<file path="src/rtl/imem_dmem_arbiter.sv">
// rtl/imem_dmem_arbiter.sv - fetch/data arbiter in front of one single-ported synchronous-read word memory
module imem_dmem_arbiter #(
  parameter int ADDR_W       = 6,
  parameter int DATA_W       = 32,
  parameter int STARVE_LIMIT = 2
) (
  input  logic              clk,
  input  logic              rst,
  input  logic              if_req,
  input  logic [ADDR_W-1:0] if_addr,
  output logic              if_gnt,
  output logic              if_valid,
  output logic [DATA_W-1:0] if_rdata,
  input  logic              d_req,
  input  logic              d_we,
  input  logic [3:0]        d_be,
  input  logic [ADDR_W-1:0] d_addr,
  input  logic [DATA_W-1:0] d_wdata,
  output logic              d_gnt,
  output logic              d_valid,
  output logic [DATA_W-1:0] d_rdata,
  output logic              mem_en,
  output logic              mem_we,
  output logic [3:0]        mem_be,
  output logic [ADDR_W-1:0] mem_addr,
  output logic [DATA_W-1:0] mem_wdata,
  input  logic [DATA_W-1:0] mem_rdata
);

  localparam int CNT_W = (STARVE_LIMIT > 0) ? $clog2(STARVE_LIMIT + 1) : 1;
  localparam logic [CNT_W-1:0] CNT_MAX = CNT_W'(STARVE_LIMIT);

  typedef enum logic [1:0] {
    OWN_NONE,
    OWN_IF,
    OWN_DRD,
    OWN_DWR
  } owner_t;

  owner_t           owner, owner_nxt;
  logic [CNT_W-1:0] starve_cnt, starve_nxt;
  logic             force_if;
  logic             grant_d;
  logic             grant_if;

  always_ff @(posedge clk) begin
    if (rst) begin
      owner      <= OWN_NONE;
      starve_cnt <= '0;
    end else begin
      owner      <= owner_nxt;
      starve_cnt <= starve_nxt;
    end
  end

  always_comb begin
    force_if   = 1'b0;
    grant_d    = 1'b0;
    grant_if   = 1'b0;
    owner_nxt  = OWN_NONE;
    starve_nxt = starve_cnt;
    if_gnt     = 1'b0;
    d_gnt      = 1'b0;
    mem_en     = 1'b0;
    mem_we     = 1'b0;
    mem_be     = 4'b0000;
    mem_addr   = '0;
    mem_wdata  = '0;
    if_valid   = 1'b0;
    if_rdata   = '0;
    d_valid    = 1'b0;
    d_rdata    = '0;

    // Fetch overrides data once data has won STARVE_LIMIT times in a row.
    force_if = if_req && (starve_cnt == CNT_MAX);
    grant_d  = !rst && d_req && !force_if;
    grant_if = !rst && if_req && !grant_d;

    if (grant_d) begin
      d_gnt     = 1'b1;
      mem_en    = 1'b1;
      mem_we    = d_we;
      mem_be    = d_be;
      mem_addr  = d_addr;
      mem_wdata = d_wdata;
      owner_nxt = d_we ? OWN_DWR : OWN_DRD;
    end else if (grant_if) begin
      if_gnt    = 1'b1;
      mem_en    = 1'b1;
      mem_addr  = if_addr;
      owner_nxt = OWN_IF;
    end

    if (!if_req || grant_if) begin
      starve_nxt = '0;
    end else if (grant_d && (starve_cnt != CNT_MAX)) begin
      starve_nxt = starve_cnt + 1'b1;
    end

    // A response owed from before a reset cycle is dropped.
    if (!rst) begin
      case (owner)
        OWN_IF: begin
          if_valid = 1'b1;
          if_rdata = mem_rdata;
        end
        OWN_DRD: begin
          d_valid = 1'b1;
          d_rdata = mem_rdata;
        end
        OWN_DWR: begin
          d_valid = 1'b1;
        end
        default: begin
        end
      endcase
    end
  end

endmodule

</file>
<file path="config.mk">
export PLATFORM = sky130hd
export DESIGN_NAME = imem_dmem_arbiter
export DESIGN_NICKNAME = d
export VERILOG_FILES = /design/src/rtl/imem_dmem_arbiter.sv
export SDC_FILE = /design/constraint.sdc
export NUM_CORES = 1
export LEC_CHECK = 0
export ABC_AREA = 0
export CAP_MARGIN = 20
export CORE_AREA = 2 2 76 78
export CTS_BUF_LIST = sky130_fd_sc_hd__clkbuf_8
export DETAILED_ROUTE_END_ITERATION = 7
export DIE_AREA = 0 0 78 80
export PLACE_DENSITY = 0.78
export SYNTH_ARGS = -nofsm -noshare
export SYNTH_HDL_FRONTEND = slang
export SYNTH_SLANG_ARGS = --single-unit
</file>
<file path="constraint.sdc">
create_clock -name clk -period 2 [get_ports clk]
set_clock_uncertainty 0.05 [all_clocks]
set_input_delay 0.4 -clock clk [delete_from_list [all_inputs] [get_ports clk]]
set_output_delay 0.4 -clock clk [all_outputs]
set_load 0.05 [all_outputs]
</file>
* Word-level counts from Yosys, hierarchy flattened *
Index checks and enable logic that the tools add are counted.

word-level totals
  input bits = 85
  register bits = 4
  ROM bits = 0
  memories = 0
  memory bits (writable) = 0
  latch bits = 0

cells by class
  equal/unequal tests = 5
  muxes and demuxes = 20
  $add $sub $neg = 1
  reductions and logical operators = 13
  order comparisons = 0
  divide/modulo/power cells = 0
  $mul = 0
  bitwise gates (word level) = 0
  shift-type cells = 0

operator list
  kind                   count
  $mux W32               5
  $mux W6                2
  $mux W1                11
  $eq A2 B2 Y1 const B   3
  $logic_and A1 B1 Y1    6
  $logic_not A1 Y1       4
  $mux W4                1
  $reduce_or A2 Y1       2
  $add A2 B1 Y2 const B  1
  $eq A2 B1 Y1 const B   1
  $mux W2                1
  $ne A2 B2 Y1 const B   1
  $logic_or A1 B1 Y1     1

* Longest topological paths before layout *
  word-level depth = 8
  gate-level depth with buffers = 6
  mapped depth without buffers = 5

* Worst setup path after synthesis *
OpenSTA, ideal clock, no wires.

  path type = input to output
  start point = input rst
  end point = output if_rdata[30]
  arrival time = 2.140 ns
  slack = -0.590 ns
  buffers on the path = 1
  stages = 2
  cells stage by stage = clkbuf_1 nor4bb_1

on the way
  longest elaborated chain between the ends = 1

ends and longest elaborated chain
  item             RTL line  RTL
  start, declared  8         input logic rst,
  $mux W32         101       if (!rst) begin
  end, declared    13        output logic [DATA_W-1:0] if_rdata,

Every way passes these cells.

* Worst setup path after layout *
  start point = register starve_cnt[0]
  end point = output mem_wdata[1]

on the way
  longest elaborated chain between the ends = 5

ends and longest elaborated chain
  item                    RTL line  RTL
  start, declared         41        logic [CNT_W-1:0] starve_cnt, starve_nxt;
  start signal, assigned  52        starve_cnt <= starve_nxt;
  $eq A2 B2 Y1            75        force_if = if_req && (starve_cnt == CNT_MAX);
  $logic_and A1 B1 Y1     75
  $logic_not A1 Y1        76        grant_d = !rst && d_req && !force_if;
  $logic_and A1 B1 Y1     76
  $mux W32                79        if (grant_d) begin
  end, declared           26        output logic [DATA_W-1:0] mem_wdata,

Every way passes these cells.

==> metrics <==
status=finished, final reports clean; Ys Warns=0; GPL Wtd Cong=0.701; Worst path depth=7; reg2reg setup slack=0.79 ns; RSZ-0062 raised after global routing=true; crit path DAT=about 1.5 ns; CTS tree=done; Core Region=5410 um^2; GRT Util Overall=21.0%; #FFs+latches synth=4; Hold Crit Start=starve_cnt[0]$_SDFFE_PP0P_; Root Driver=clkbuf_8; period utilization=~99%; Relative slew margins=between 70% and 80%; die height=80 um; fin area=4550 um^2; worst-path cell chain=inv_2 > ha_4 > a21oi_4 > buf_6 > clkbuf_16 > and2_4 > buf_12; htree depth=1; syn avg cell area=about 6.8 um^2; routed wire length=7400 um; nets=about 440; CTS Buf Count=3; final setup margin=0.0132 ns; Crit. End Element=output port; Rows=27; final global-route overflow total=0; largest area contributor in the netlist=and2_1; number of clock sinks=4; DP Area=4230 um^2; first-pass GRT wire length=10300 um; Synth area leaders=and2_1 62%, dfxtp_1 8.0%, a32oi_1 5.3%; Crit-path slowest cell=dfxtp_2; layout cell share with drive strength beyond 1=52.7%; initial antenna violation count=0; commonest cells after routing, fill and taps aside=115 x buf_12, 81 x clkdlybuf4s50_1, 62 x and2_1; RR Endpoint=owner[0]$_SDFF_PP0_; final max-slew violation count=0; CTS max path bufs=2; Critical R2R Launch=starve_cnt[1]$_SDFFE_PP0P_; Worst Tran Pin Value=0.384 ns; R2R depth=5; maximum clock frequency=between 500 and 600 MHz; Tmin final=roughly 2 ns; n_diodes=0; register area share after synthesis=under 10%; Vias/cell=4.36; hold path endpoint=starve_cnt[0]$_SDFFE_PP0P_; die area=6240 um^2; critical-path maximum fanout=5; post-synthesis net count=234; Worst Setup Path Type=register to output port; Setup-failing EPs final=0; drt first pass iters=4; critical path's top delay family=buffers and inverters; number of I/O pins=197; antenna-violating nets left=0; HP Class=register to register; Cell Pwr Density=273 nW/um^2; vias in the first global route=just under 2000; Worst-Skew Late Latency=0.23 ns; detailed-route DRC error count=0; initial detailed-routing violation count=46; Final Hold Fails=0; Die X=78 um; clock transition at the registers of the reported paths=0.03 ns; leakage power=0.00189 uW; drt wl/cell=between 15 and 20 um; Post-CTS Hold Buffers=0; Synth top area share=62.0%; CP startpoint kind=register; max_cap viols=0; Peak VDD IR=242 uV; Cell variety after synth=21; Area Overhead vs Synth=355%; dpl hpwl=5820 um; most common cell after layout, fill and taps aside=buf_12; CP peak stage delay=0.32 ns; Min-Delay Path Depth=1; Post-Syn Area=1000 um^2; Cells after Synth=148; pre-CTS setup slack=-0.385 ns; Buffers on Ports=slightly below 200; Vias=1851; Buf+Inv Stages, Crit Path=4; Initial Util=18.5%; largest net degree at the start of global routing=33; Worst EP required=between 1.5 and 2 ns
## through the flow
| stage | instances | TNS [ns] | hold slack [ns] | total power, uW | utilization [%] |
|---|---|---|---|---|---|
| after floorplan | 148 | -0.127 | 0.349 | 451 | - |
| after global placement | 413 | -28.42 | 0.358 | 976 | 78.3 |
| after detailed placement | 413 | -33.18 | 0.382 | 992 | 78.3 |
| after CTS | 419 | 0 | 0.381 | 1190 | 80.5 |
| after global routing | 425 | -0.227 | 0.376 | 1290 | 84.2 |
| final | 425 | 0 | 0.362 | 1240 | 84.2 |
## cell usage after synthesis (all sizes together)
cell type,instances
inv,1
nor2b,1
dfxtp,4
nor2,9
nand2,2
a32oi,6
nor4bb,2
nor3b,1
nor3,2
nand2b,3
a21oi,3
ha,1
buf,6
and2,99
clkbuf,6
a21boi,1
and2b,1
## metal layers
metal  track usage [%]  vias up  wire length (um)  share of wire (%)
met3              5.77       21               595                8.0
met2              41.1      119              4080                 55
met4              8.77        0               261                3.5
met1              20.6      834              2470                 33
met5                 0        -                 0                  0
li1                  -      877                 -                  -
## cells by family after synthesis
logic type      Yosys count  synth area share [%]
flops                     4                  8.01
compound gates           10                  8.26
buf+inv                  13                  7.88
simple gates            120                  74.6
fa+ha+maj                 1                  1.25
## flip-flops by register name, summed over array words and instances, names as in the netlist
register,cells
owner,2
starve_cnt,2
## report_power, final
part           internal (uW)  switching, uW  total, uW
clock network            129           49.8        179
logic                    531            447        977
registers               84.3           3.73       88.1
total                    744            500       1240
## what timing repair did
| item | 4_1_cts | 5_1_grt |
|---|---|---|
| endpoints found under the setup margin | 111 | 59 |
| setup buffers | 2 | 1 |
| pin swaps | 1 | 19 |
| gates cloned | 1 | 5 |
| gates resized for setup | 20 | 40 |
| endpoints found under the hold margin | 0 | 0 |
## worst max-delay path by stage
stage,from,endpoint,slack (ns)
6_report,starve_cnt[0]$_SDFFE_PP0P_,mem_wdata[1],0.01
3_3_place_gp,rst,mem_wdata[8],-0.33
4_1_cts,starve_cnt[0]$_SDFFE_PP0P_,mem_addr[0],0.0004
2_1_floorplan,rst,if_rdata[30],-0.08
5_1_grt,starve_cnt[0]$_SDFFE_PP0P_,mem_wdata[7],-0.03
3_5_place_dp,rst,mem_wdata[8],-0.39
## worst reg2reg max path: stages (launching register included)
cell and delay, ns:
dfxtp_1 0.36, ha_4 0.21, nand2b_4 0.19, nand2_1 0.09
buf_4 0.14, a21oi_1 0.10
## layout make-up
type,count,area [um^2]
clock buffer,3,41.3
fill,304,855
inverter,1,3.75
multi-input combinational,131,1000
sequential,4,82.6
tap,72,90.1
timing repair buffer,214,3330
No activity file was read; power rests on OpenSTA's default activity.
